[src/rtl/mult_div_unit.sv]
// +--------------------------------------------------------------------------+
// | mult_div_unit: iterative signed multiply/divide, one result bit per cycle |
// | Revision: 1.0                                                            |
// +--------------------------------------------------------------------------+
`default_nettype none

module mult_div_unit #(
  parameter int WIDTH = 32,
  parameter int ITERS = 32
) (
  input  logic             clk,
  input  logic             reset,
  input  logic             start,
  input  logic             md_sel,
  input  logic [WIDTH-1:0] a,
  input  logic [WIDTH-1:0] b,
  output logic [WIDTH-1:0] hi,
  output logic [WIDTH-1:0] lo,
  output logic             div0,
  output logic             busy,
  output logic             done
);

  localparam int CW = $clog2(ITERS);
  localparam logic [CW-1:0] C_LAST = CW'(ITERS - 1);
  localparam logic [1:0] S_IDLE = 2'd0;
  localparam logic [1:0] S_RUN  = 2'd1;
  localparam logic [1:0] S_FIX  = 2'd2;

  logic [1:0]         state_q, state_d;
  logic               start_q;
  logic               op_q, sa_q, sb_q;
  logic [CW-1:0]      cnt_q;
  logic [WIDTH-1:0]   opnd_q;
  logic [2*WIDTH-1:0] acc_q;
  logic [WIDTH-1:0]   hi_q, lo_q;
  logic               done_q;

  logic               w_accept, w_run, w_fix;
  logic [WIDTH-1:0]   w_a_mag, w_b_mag;
  logic [WIDTH:0]     w_mul_sum, w_div_sh;
  logic [WIDTH+1:0]   w_div_df;
  logic [2*WIDTH-1:0] w_acc_step, w_prod;
  logic [WIDTH-1:0]   w_quo, w_rem, w_res_hi, w_res_lo;

  assign div0 = md_sel & (b == '0);
  assign hi   = hi_q;
  assign lo   = lo_q;
  assign done = done_q;

  always_ff @(posedge clk or posedge reset) begin
    if (reset) state_q <= S_IDLE;
    else       state_q <= state_d;
  end

  always_comb begin
    state_d = state_q;
    case (state_q)
      S_IDLE:  if (w_accept) state_d = S_RUN;
      S_RUN:   if (cnt_q == C_LAST) state_d = S_FIX;
      S_FIX:   state_d = S_IDLE;
      default: state_d = S_IDLE;
    endcase
  end

  always_comb begin
    busy     = (state_q != S_IDLE);
    w_accept = (state_q == S_IDLE) & start & ~start_q & ~div0;
    w_run    = (state_q == S_RUN);
    w_fix    = (state_q == S_FIX);
  end

  // Magnitudes: the most negative value maps to itself and is read as unsigned.
  assign w_a_mag = a[WIDTH-1] ? -a : a;
  assign w_b_mag = b[WIDTH-1] ? -b : b;

  // MULT keeps the multiplier in the low half and shifts right; DIV shifts the
  // dividend out of the low half and the quotient bits in behind it.
  always_comb begin
    w_mul_sum = {1'b0, acc_q[2*WIDTH-1:WIDTH]} + (acc_q[0] ? {1'b0, opnd_q} : '0);
    w_div_sh  = {acc_q[2*WIDTH-1:WIDTH], acc_q[WIDTH-1]};
    w_div_df  = {1'b0, w_div_sh} - {2'b00, opnd_q};
    if (!op_q)
      w_acc_step = {w_mul_sum, acc_q[WIDTH-1:1]};
    else if (!w_div_df[WIDTH+1])
      w_acc_step = {w_div_df[WIDTH-1:0], acc_q[WIDTH-2:0], 1'b1};
    else
      w_acc_step = {w_div_sh[WIDTH-1:0], acc_q[WIDTH-2:0], 1'b0};
  end

  always_comb begin
    w_prod   = (sa_q ^ sb_q) ? -acc_q : acc_q;
    w_quo    = acc_q[WIDTH-1:0];
    w_rem    = acc_q[2*WIDTH-1:WIDTH];
    w_res_hi = w_prod[2*WIDTH-1:WIDTH];
    w_res_lo = w_prod[WIDTH-1:0];
    if (op_q) begin
      w_res_lo = (sa_q ^ sb_q) ? -w_quo : w_quo;
      w_res_hi = sa_q ? -w_rem : w_rem;
    end
  end

  always_ff @(posedge clk or posedge reset) begin
    if (reset) begin
      start_q <= 1'b0;
      op_q    <= 1'b0;
      sa_q    <= 1'b0;
      sb_q    <= 1'b0;
      cnt_q   <= '0;
      opnd_q  <= '0;
      acc_q   <= '0;
      hi_q    <= '0;
      lo_q    <= '0;
      done_q  <= 1'b0;
    end else begin
      start_q <= start;
      done_q  <= w_fix;
      if (w_accept) begin
        op_q   <= md_sel;
        sa_q   <= a[WIDTH-1];
        sb_q   <= b[WIDTH-1];
        cnt_q  <= '0;
        opnd_q <= md_sel ? w_b_mag : w_a_mag;
        acc_q  <= {{WIDTH{1'b0}}, (md_sel ? w_a_mag : w_b_mag)};
      end else if (w_run) begin
        cnt_q <= cnt_q + 1'b1;
        acc_q <= w_acc_step;
      end
      if (w_fix) begin
        hi_q <= w_res_hi;
        lo_q <= w_res_lo;
      end
    end
  end

endmodule

`default_nettype wire

[config.mk]
export PLATFORM = sky130hd
export DESIGN_NAME = mult_div_unit
export DESIGN_NICKNAME = d
export VERILOG_FILES = /design/src/rtl/mult_div_unit.sv
export SDC_FILE = /design/constraint.sdc
export NUM_CORES = 1
export LEC_CHECK = 0
export CORE_ASPECT_RATIO = 0.5
export CORE_MARGIN = 5
export CORE_UTILIZATION = 50
export CTS_CLUSTER_DIAMETER = 60
export CTS_CLUSTER_SIZE = 10
export DETAILED_ROUTE_END_ITERATION = 10
export PLACE_DENSITY = 0.77
export SYNTH_ARGS = -nofsm -noshare
export SYNTH_HDL_FRONTEND = slang
export SYNTH_SLANG_ARGS = --single-unit
[constraint.sdc]
create_clock -name clk -period 5.25 [get_ports clk]
set_input_delay 0.7875 -clock clk [delete_from_list [all_inputs] [get_ports clk]]
set_output_delay 0.7875 -clock clk [all_outputs]
set_load 0.01 [all_outputs]
# ---- Yosys cells after proc, flatten, opt, wreduce, memory -nomap -nowiden
# Cells that the tools add are included.
dict set report word_totals {
  regBits 172
  out_inout_bits 67
  word_cells 55
}
dict set report op_classes {
  n_addsub 8
  eq_ne 5
  muxes 19
  n_bitwise 7
  reduce_logical 5
}
# cell count
set ops {}
lappend ops {{$mux W64} 5}
lappend ops {{$mux W32} 9}
lappend ops {{$neg A32 Y32} 4}
lappend ops {{$neg A64 Y64} 1}
lappend ops {{$sub A33 B32 Y34} 1}
lappend ops {{$add A32 B32 Y33} 1}
lappend ops {{$logic_not A32 Y1} 1}
lappend ops {{$mux W5} 2}
lappend ops {{$add A5 B1 Y5 const B} 1}
lappend ops {{$eq A5 B5 Y1 const B} 1}
lappend ops {{$and A1 B1 Y1} 4}
lappend ops {{$mux W2} 2}
lappend ops {{$pmux W2 S2} 1}
lappend ops {{$reduce_bool A2 Y1} 2}
lappend ops {{$eq A2 B1 Y1 const B} 1}
lappend ops {{$eq A2 B2 Y1 const B} 1}
lappend ops {{$logic_not A2 Y1} 1}
lappend ops {{$ne A2 B1 Y1 const B} 1}
lappend ops {{$ne A2 B2 Y1 const B} 1}
lappend ops {{$not A1 Y1} 2}
lappend ops {{$reduce_and A2 Y1} 1}
lappend ops {{$xor A1 B1 Y1} 1}

# ---- Depth between registers and ports, before layout
# Gate-level depths: netlist of run 1.
dict set report depth {
  depth_word 6
  ltp_mapped 14
  ltp_nobuf 13
}

# ---- Worst setup path before layout of run 1
# Ideal clock, no wire load.
dict set report synth_timing {
  path_type {in2reg}
  from {in a[9]}
  to {reg acc_q[29]}
  setup_time_ns 0.124
  t_arrival_ns 3.201
  path_slack_ns 1.925
  cell_stages 9
  n_path_buf 1
  cell_sequence {or4_1 or2_1 or3_1 or4_1 buf_2 o21ai_2 xor2_1 o32ai_1 a211o_1}
}
dict set report synth_between {
  elab_chain_len 4
}
# item line
set synth_lines {}
lappend synth_lines {{from (decl)} 15} ;# input logic [WIDTH-1:0] a,
lappend synth_lines {{$neg A32 Y32} 74} ;# assign w_a_mag = a[WIDTH-1] ? -a : a;
lappend synth_lines {{$mux W32} 74}
lappend synth_lines {{$mux W32} 124} ;# acc_q <= {{WIDTH{1'b0}}, (md_sel ? w_a_mag : w_b_mag)};
lappend synth_lines {{$mux W64} 118} ;# if (w_accept) begin
lappend synth_lines {{to (signal assigned)} 124}
lappend synth_lines {{to (signal assigned)} 127} ;# acc_q <= w_acc_step;
lappend synth_lines {{to (decl)} 35} ;# logic [2*WIDTH-1:0] acc_q;
# Every way passes these cells.
# A chain may end at the register's enable or synchronous reset.

# ---- Worst setup path after layout of run 1
dict set report layout_timing {
  from {in b[6]}
  to {out div0}
}
dict set report layout_between {
  elab_chain_len 2
}
# item line
set layout_lines {}
lappend layout_lines {{from (decl)} 16} ;# input logic [WIDTH-1:0] b,
lappend layout_lines {{$logic_not A32 Y1} 46} ;# assign div0 = md_sel & (b == '0);
lappend layout_lines {{$and A1 B1 Y1} 46}
lappend layout_lines {{to (decl)} 19} ;# output logic div0,
# Every way passes these cells.

==> out/summary.txt, run 1 <==
================================================================================
Flops & latches, synth                                                       172
Number of DRC violations after detailed-routing iteration 0                 1392
Internal power consumption                                            0.005922 W
R2R Path End                                                           acc_q[59]
Warning count from the yosys run                                               0
Area of all placed cells without fillers                             0.01632 mm²
Setup Crit Path Kind                                                   in -> out
R2r setup slk                                                            1.05 ns
Yosys cell types                                                              75
Adder-Cell Fraction of Synth Area                                         6.499%
Fraction of final layout cells with drive strength greater than 1         4.906%
Layout Skew                                                           0.01555 ns
Worst hold slack across all endpoints                                  0.4759 ns
Worst vdd ir                                                           0.3533 mV
Average size of a mapped cell                                          7.980 µm²
HPWL after detailed placement                                           33.55 mm
Max-capacitance violation count                                                0
Number of clock sinks seen by CTS                                            172
Via-to-Cell Ratio                                                          6.001
Measured slew at the worst slew-check pin                               1.160 ns
Chip width                                                              247.4 µm
Via count of the first global-routing pass                                 12830
Later-pin clock latency in the skew report                               0.46 ns
Fin crit period                                                         4.625 ns
Mux cell area share after synthesis                                       4.652%
Post-Synth Simple-Gate Area                                               18.48%
Startpoint class of the critical path                                 input port
Commonest non-fill, non-tap cells in the layout                     240 x sky130_fd_sc_hd__nand2_1, 206 x sky130_fd_sc_hd__o21ai_0, 171 x sky130_fd_sc_hd__dfrtp_1
Gr ovfl total                                                                  0
Total area of sequential cells                                      0.004308 mm²
Setup_tns                                                                   0 ns
Total number of nets in the final design                                    1982
Synthesized cell area                                                0.01409 mm²
Clock-pin slew on the worst setup and hold paths                         0.07 ns
Global-route wire length before repair                                  69.86 mm
Number of max-slew violations in the final report                              0
Final count of negative-setup-slack endpoints                                  0
Commonest non-fill, non-tap cell in the layout                      sky130_fd_sc_hd__nand2_1
Total count of hold-check failures in the final report                         0
Result of the run                                                   finished clean
Arrival time worst endpoint                                              3.84 ns
# resized after CTS                                                            0
Core Box Area                                                        0.02776 mm²
Dominant combinational cell family by area after synthesis          compound AO/OA/AOI/OAI gates
# H-tree levels                                                                4
Hold wc startpoint                                                        lo[30]
Vias after detailed routing                                                13430
Number of synthesized flops with an enable pin                                 0
I/O pin count                                                                135
Hold-critical path depth                                                       2
Root buffer cell                                                    sky130_fd_sc_hd__clkbuf_16
All-Layer GR Usage                                                        27.60%
Total area of multi-input combinational cells                       0.009179 mm²
Count of cells along the worst register-to-register path                      10
Share of flip-flops with an asynchronous set or reset                     100.0%
Xor-xnor portion of the synthesized cell area                             11.12%
Part of the power in registers                                             23.3%
Type of the tightest min-delay check                                  reg -> reg
Minimum setup slack after placement                                    0.6398 ns
Final Cycle Share                                                         88.09%
Clock buffers created by TritonCTS                                            17
Antenna violations before repair                                               0
Number of remaining DRC errors                                                 0
Pin count of the biggest net entering global routing                         112
Number of fill cells in the layout                                          2557
Endpoint class of the critical path                                 primary output
Power spent charging and discharging nets                             0.005979 W
Required time of the critical path                                       4.46 ns
Final non-filler cell total                                                 2237
DRT Pass-1 Iters                                                               7
Worst setup path start                                                      b[6]
Power per standard cell area                                        729.1 mW/mm²
Post-Place Cells                                                            2205
Sw frac                                                                   50.24%
Crit path to                                                                div0
Dominant register cell in the synthesized netlist                   sky130_fd_sc_hd__dfrtp_1
Number of buffers added for setup after CTS                                    0
Area of the die                                                      0.03185 mm²
Floorplan die height                                                    128.7 µm
Post-DRT Antenna Nets                                                          0
Maximum buffer depth of the clock tree                                         2
Hold-fix buffers at CTS                                                        0
Diodes inserted                                                                0
Post-synthesis net count                                                    1906
TritonCTS clock tree                                                         yes
Routability congestion estimate                                           0.9713
Cells after synthesis                                                       1766
Clock group share of total power                                           11.1%
Area added between synthesis and finish                                   15.82%
Port Buffers                                                                 134
Startpoint of the worst-slack reg-to-reg timing path                   acc_q[41]
Setup repair after global routing missed its margin                        false
Standard-cell rows                                                            43
Combinational group share of total power                                   65.6%
WL per Instance                                                         19.60 µm
Initial standard-cell utilization of the core                             50.76%
Worst rel slew slack                                                      22.41%
Post-synthesis compound-gate area fraction                                24.19%
Worst Setup Slack, final                                               0.6253 ns
Register area share after synthesis                                       30.54%
Leakage power of the design                                             6.907 nW
Largest fanout on the critical path                                            5
Highest clock frequency the design can meet                            216.2 MHz
Cell area after placement                                            0.01572 mm²
Total length of routed wires                                            43.86 mm
================================================================================
-- synthesized netlist by cell type (all sizes together) (8+ instances only) --
library cell	count	area, µm²
a21o	23	172.7
dfrtp	172	4304
xnor2	92	805.8
ha	70	875.8
o31ai	19	157.7
o21ai	220	1109
nand3	31	155.2
mux2i	61	610.6
xor2	87	762.0
buf	30	143.9
a221oi	8	70.07
or2	8	50.05
or3	15	98.84
a21oi	122	610.6
nand2	241	907.1
clkbuf	68	255.2
nor2	140	528.0
a31oi	24	150.1
nor3	31	165.2
a22o	8	70.07
o22ai	9	56.30
or4	12	90.09
nor4	12	105.1
o211ai	33	252.7
nand2b	20	125.1
nor2b	9	56.30
a22oi	14	105.1
a211oi	9	67.56
and3	11	68.82
inv	63	236.5
o41ai	16	147.7
-- per-stage QoR --
step / total power, W / util, %
after global placement: 0.01028 / 56.64
after detailed placement: 0.01038 / 56.64
after floorplan: 0.008275 / -
after CTS: 0.01176 / 58.79
final: 0.01190 / 58.79
after global routing: 0.01291 / 58.79
-- final cells by class --
class	instances	area share (%)
Clock buffer	19	2.775
Sequential cell	172	26.39
Inverter	63	1.472
Clock inverter	13	0.8892
Tap cell	382	2.928
Multi-Input combinational cell	1433	56.24
Timing Repair Buffer	155	9.306
-- critical path: stages --
cell                              delay (ns)
sky130_fd_sc_hd__clkdlybuf4s50_1        0.48
sky130_fd_sc_hd__or4_1                  0.61
sky130_fd_sc_hd__or4_1                  0.49
sky130_fd_sc_hd__nor3_2                 0.23
sky130_fd_sc_hd__nand2_1                0.21
sky130_fd_sc_hd__nor4b_4                0.36
sky130_fd_sc_hd__clkdlybuf4s50_1        0.67
-- kinds of logic (layout without fill, tap and decap cells) --
| kind of cell | Yosys count | in the layout |
|---|---|---|
| mux | 65 | 65 |
| xor+xnor | 179 | 179 |
| flops | 172 | 172 |
| buf+inv | 161 | 250 |
| compound gates | 556 | 556 |
| simple gates | 561 | 561 |
| fa+ha+maj | 72 | 72 |
-- power by group through the flow --
stage / clock network (W) / registers [W] / logic, W
2_1_floorplan: 0 / 0.00240 / 0.00587
3_3_place_gp: 0 / 0.00274 / 0.00754
3_5_place_dp: 0 / 0.00276 / 0.00762
4_1_cts: 0.00133 / 0.00274 / 0.00769
5_1_grt: 0.00138 / 0.00285 / 0.00868
6_report: 0.00132 / 0.00277 / 0.00781
-- routing by layer --
layer,vias to the layer above,track usage (%),wire length (µm)
met5,-,0,0
met4,0,8.312,1045
met3,87,7.119,3972
met2,555,43.11,19310
met1,6305,38.08,19530
li1,6478,-,-
-- flip-flops by register name (all words and copies together), names as in the netlist --
name,flops
acc_q,64
hi,32
lo,32
opnd_q,32
cnt_q,5
state_q,2
done,1
op_q,1
sa_q,1
sb_q,1
start_q,1
-- worst min-delay path by stage --
stage,endpoint
floorplan,opnd_q[12]
global placement,opnd_q[14]
detailed placement,lo[30]
CTS,hi[2]
global route,lo[30]
finish,lo[30]
Note: power is estimated with default switching activity, not from simulation.
==> run 2, diff against run 1 <==
--- a/config.mk
+++ b/config.mk
@@ -11,6 +11,7 @@
 export CTS_CLUSTER_DIAMETER = 60
 export CTS_CLUSTER_SIZE = 10
 export DETAILED_ROUTE_END_ITERATION = 10
+export GPL_ROUTABILITY_DRIVEN = 0
 export PLACE_DENSITY = 0.77
 export SYNTH_ARGS = -nofsm -noshare
 export SYNTH_HDL_FRONTEND = slang
==> out/summary.txt, run 2 (synthesized netlist as in run 1, its figures left out) <==
================================================================================
HPWL after detailed placement                                           32.60 mm
Largest fanout on the critical path                                            5
Number of flip-flops in the largest register                                  64
Final count of negative-setup-slack endpoints                                  0
Vias after detailed routing                                                13460
Chip width                                                              247.4 µm
Crit path to                                                                div0
Worst Setup Slack, final                                               0.5735 ns
Highest clock frequency the design can meet                            213.8 MHz
Root buffer cell                                                    sky130_fd_sc_hd__clkbuf_16
Fin crit period                                                         4.677 ns
Port Buffers                                                                 134
Startpoint class of the critical path                                 input port
Number of max-slew violations in the final report                              0
Measured slew at the worst slew-check pin                               1.128 ns
Initial standard-cell utilization of the core                             50.76%
DRT Pass-1 Iters                                                               6
Setup repair after global routing missed its margin                        false
Layout Skew                                                           0.01604 ns
All-Layer GR Usage                                                        26.71%
Number of clock sinks seen by CTS                                            172
Via-to-Cell Ratio                                                          6.023
Hold-fix buffers at CTS                                                        0
Pin count of the biggest net entering global routing                         112
WL per Instance                                                         19.08 µm
Type of the tightest min-delay check                                  reg -> reg
Number of remaining DRC errors                                                 0
Via count of the first global-routing pass                                 12400
Global-route wire length before repair                                  67.72 mm
Total length of routed wires                                            42.64 mm
Area added between synthesis and finish                                   15.91%
Later-pin clock latency in the skew report                               0.47 ns
Required time of the critical path                                       4.46 ns
Final Cycle Share                                                         89.08%
Diodes inserted                                                                0
Number of buffers added for setup after CTS                                    0
Clock buffers created by TritonCTS                                            17
Clock-pin slew on the worst setup and hold paths                         0.06 ns
Arrival time worst endpoint                                              3.89 ns
Worst setup path start                                                      b[6]
Total count of hold-check failures in the final report                         0
Largest register by flop count                                             acc_q
Commonest non-fill, non-tap cell in the layout                      sky130_fd_sc_hd__nand2_1
Series of cell instances along the critical path                    clkdlybuf4s50_1 > or4_1 > or4_1 > nor3_2 > nand2_1 > nor4b_4 > clkdlybuf4s50_1
Post-DRT Antenna Nets                                                          0
Slowest cell on the critical path                                   sky130_fd_sc_hd__clkdlybuf4s50_1
Fraction of final layout cells with drive strength greater than 1         4.803%
I/O pin count                                                                135
TritonCTS clock tree                                                         yes
Maximum buffer depth of the clock tree                                         2
Minimum setup slack after placement                                    0.6200 ns
Setup Crit Path Kind                                                   in -> out
Number of DRC violations after detailed-routing iteration 0                 1406
Core Box Area                                                        0.02776 mm²
Setup_tns                                                                   0 ns
# H-tree levels                                                                4
Commonest non-fill, non-tap cells in the layout                     240 x sky130_fd_sc_hd__nand2_1, 206 x sky130_fd_sc_hd__o21ai_0, 171 x sky130_fd_sc_hd__dfrtp_1
Standard-cell rows                                                            43
# resized after CTS                                                            0
R2r setup slk                                                            1.06 ns
Delay of the slowest critical-path stage                                 0.69 ns
Power per standard cell area                                        727.7 mW/mm²
Endpoint class of the critical path                                 primary output
Gr ovfl total                                                                  0
R2R Path End                                                           acc_q[59]
Result of the run                                                   finished clean
Number of fill cells in the layout                                          2528
Floorplan die height                                                    128.7 µm
Max-capacitance violation count                                                0
Total number of nets in the final design                                    1980
Startpoint of the worst-slack reg-to-reg timing path                   opnd_q[8]
Count of cells along the worst register-to-register path                      11
Leakage power of the design                                             6.908 nW
Area of the die                                                      0.03185 mm²
Antenna violations before repair                                               0
Worst vdd ir                                                           0.3796 mV
Worst rel slew slack                                                      24.51%
================================================================================
run 2: cell types whose count changed in the layout (fill, tap and decap cells not counted), sizes merged:
cell and delta:
buf -2, bufinv +1, inv -1
run 2: critical path, delay by kind of cell:
kind                   cells  cell delay, ns
buffers and inverters      2            1.17
AND/OR/NAND/NOR            5            1.93
run 2: final cells by class:
cell class,count,area (µm²),share of cell area [%]
multi-input combinational,1433,9179,56.19
timing repair buffer,153,1504,9.207
inverter,63,240.2,1.471
clock buffer,19,452.9,2.773
clock inverter,13,172.7,1.057
tap,382,478.0,2.926
sequential,172,4308,26.37
run 2: worst min-delay path by stage:
stage	startpoint	to	depth (start not counted)
6_report	hi[18]	hi[18]	2
4_1_cts	hi[18]	hi[18]	2
5_1_grt	hi[29]	hi[29]	2
2_1_floorplan	opnd_q[12]	opnd_q[12]	2
3_5_place_dp	hi[18]	hi[18]	2
3_3_place_gp	hi[12]	hi[12]	2
run 2: per-layer routing:
| layer | up-vias | GRT usage, % | routed length [µm] |
|---|---|---|---|
| met3 | 75 | 5.998 | 3986 |
| li1 | 6459 | - | - |
| met4 | 0 | 7.920 | 1033 |
| met2 | 600 | 40.82 | 18720 |
| met1 | 6328 | 38.23 | 18900 |
| met5 | - | 0 | 0 |
run 2: power by group:
group | internal, W | total, W | switching [W] | leakage (nW)
logic | 0.00333 | 0.00777 | 0.00444 | 4.41
registers | 0.00189 | 0.00276 | 0.000872 | 2.19
clock network | 0.000748 | 0.00136 | 0.000611 | 0.305
total | 0.00596 | 0.0119 | 0.00593 | 6.91
run 2: metrics by stage:
step | instance area [µm²] | std cells | utilization (%) | total power [W] | hold WS, ns
global route | 16330 | 2235 | 58.84 | 0.01284 | 0.4998
global placement | 15710 | 2203 | 56.58 | 0.01020 | 0.4623
floorplan | 14100 | 1766 | - | 0.008275 | 0.4498
detailed placement | 15710 | 2203 | 56.58 | 0.01034 | 0.4686
CTS | 16330 | 2235 | 58.84 | 0.01173 | 0.4831
finish | 16330 | 2235 | 58.84 | 0.01189 | 0.4765
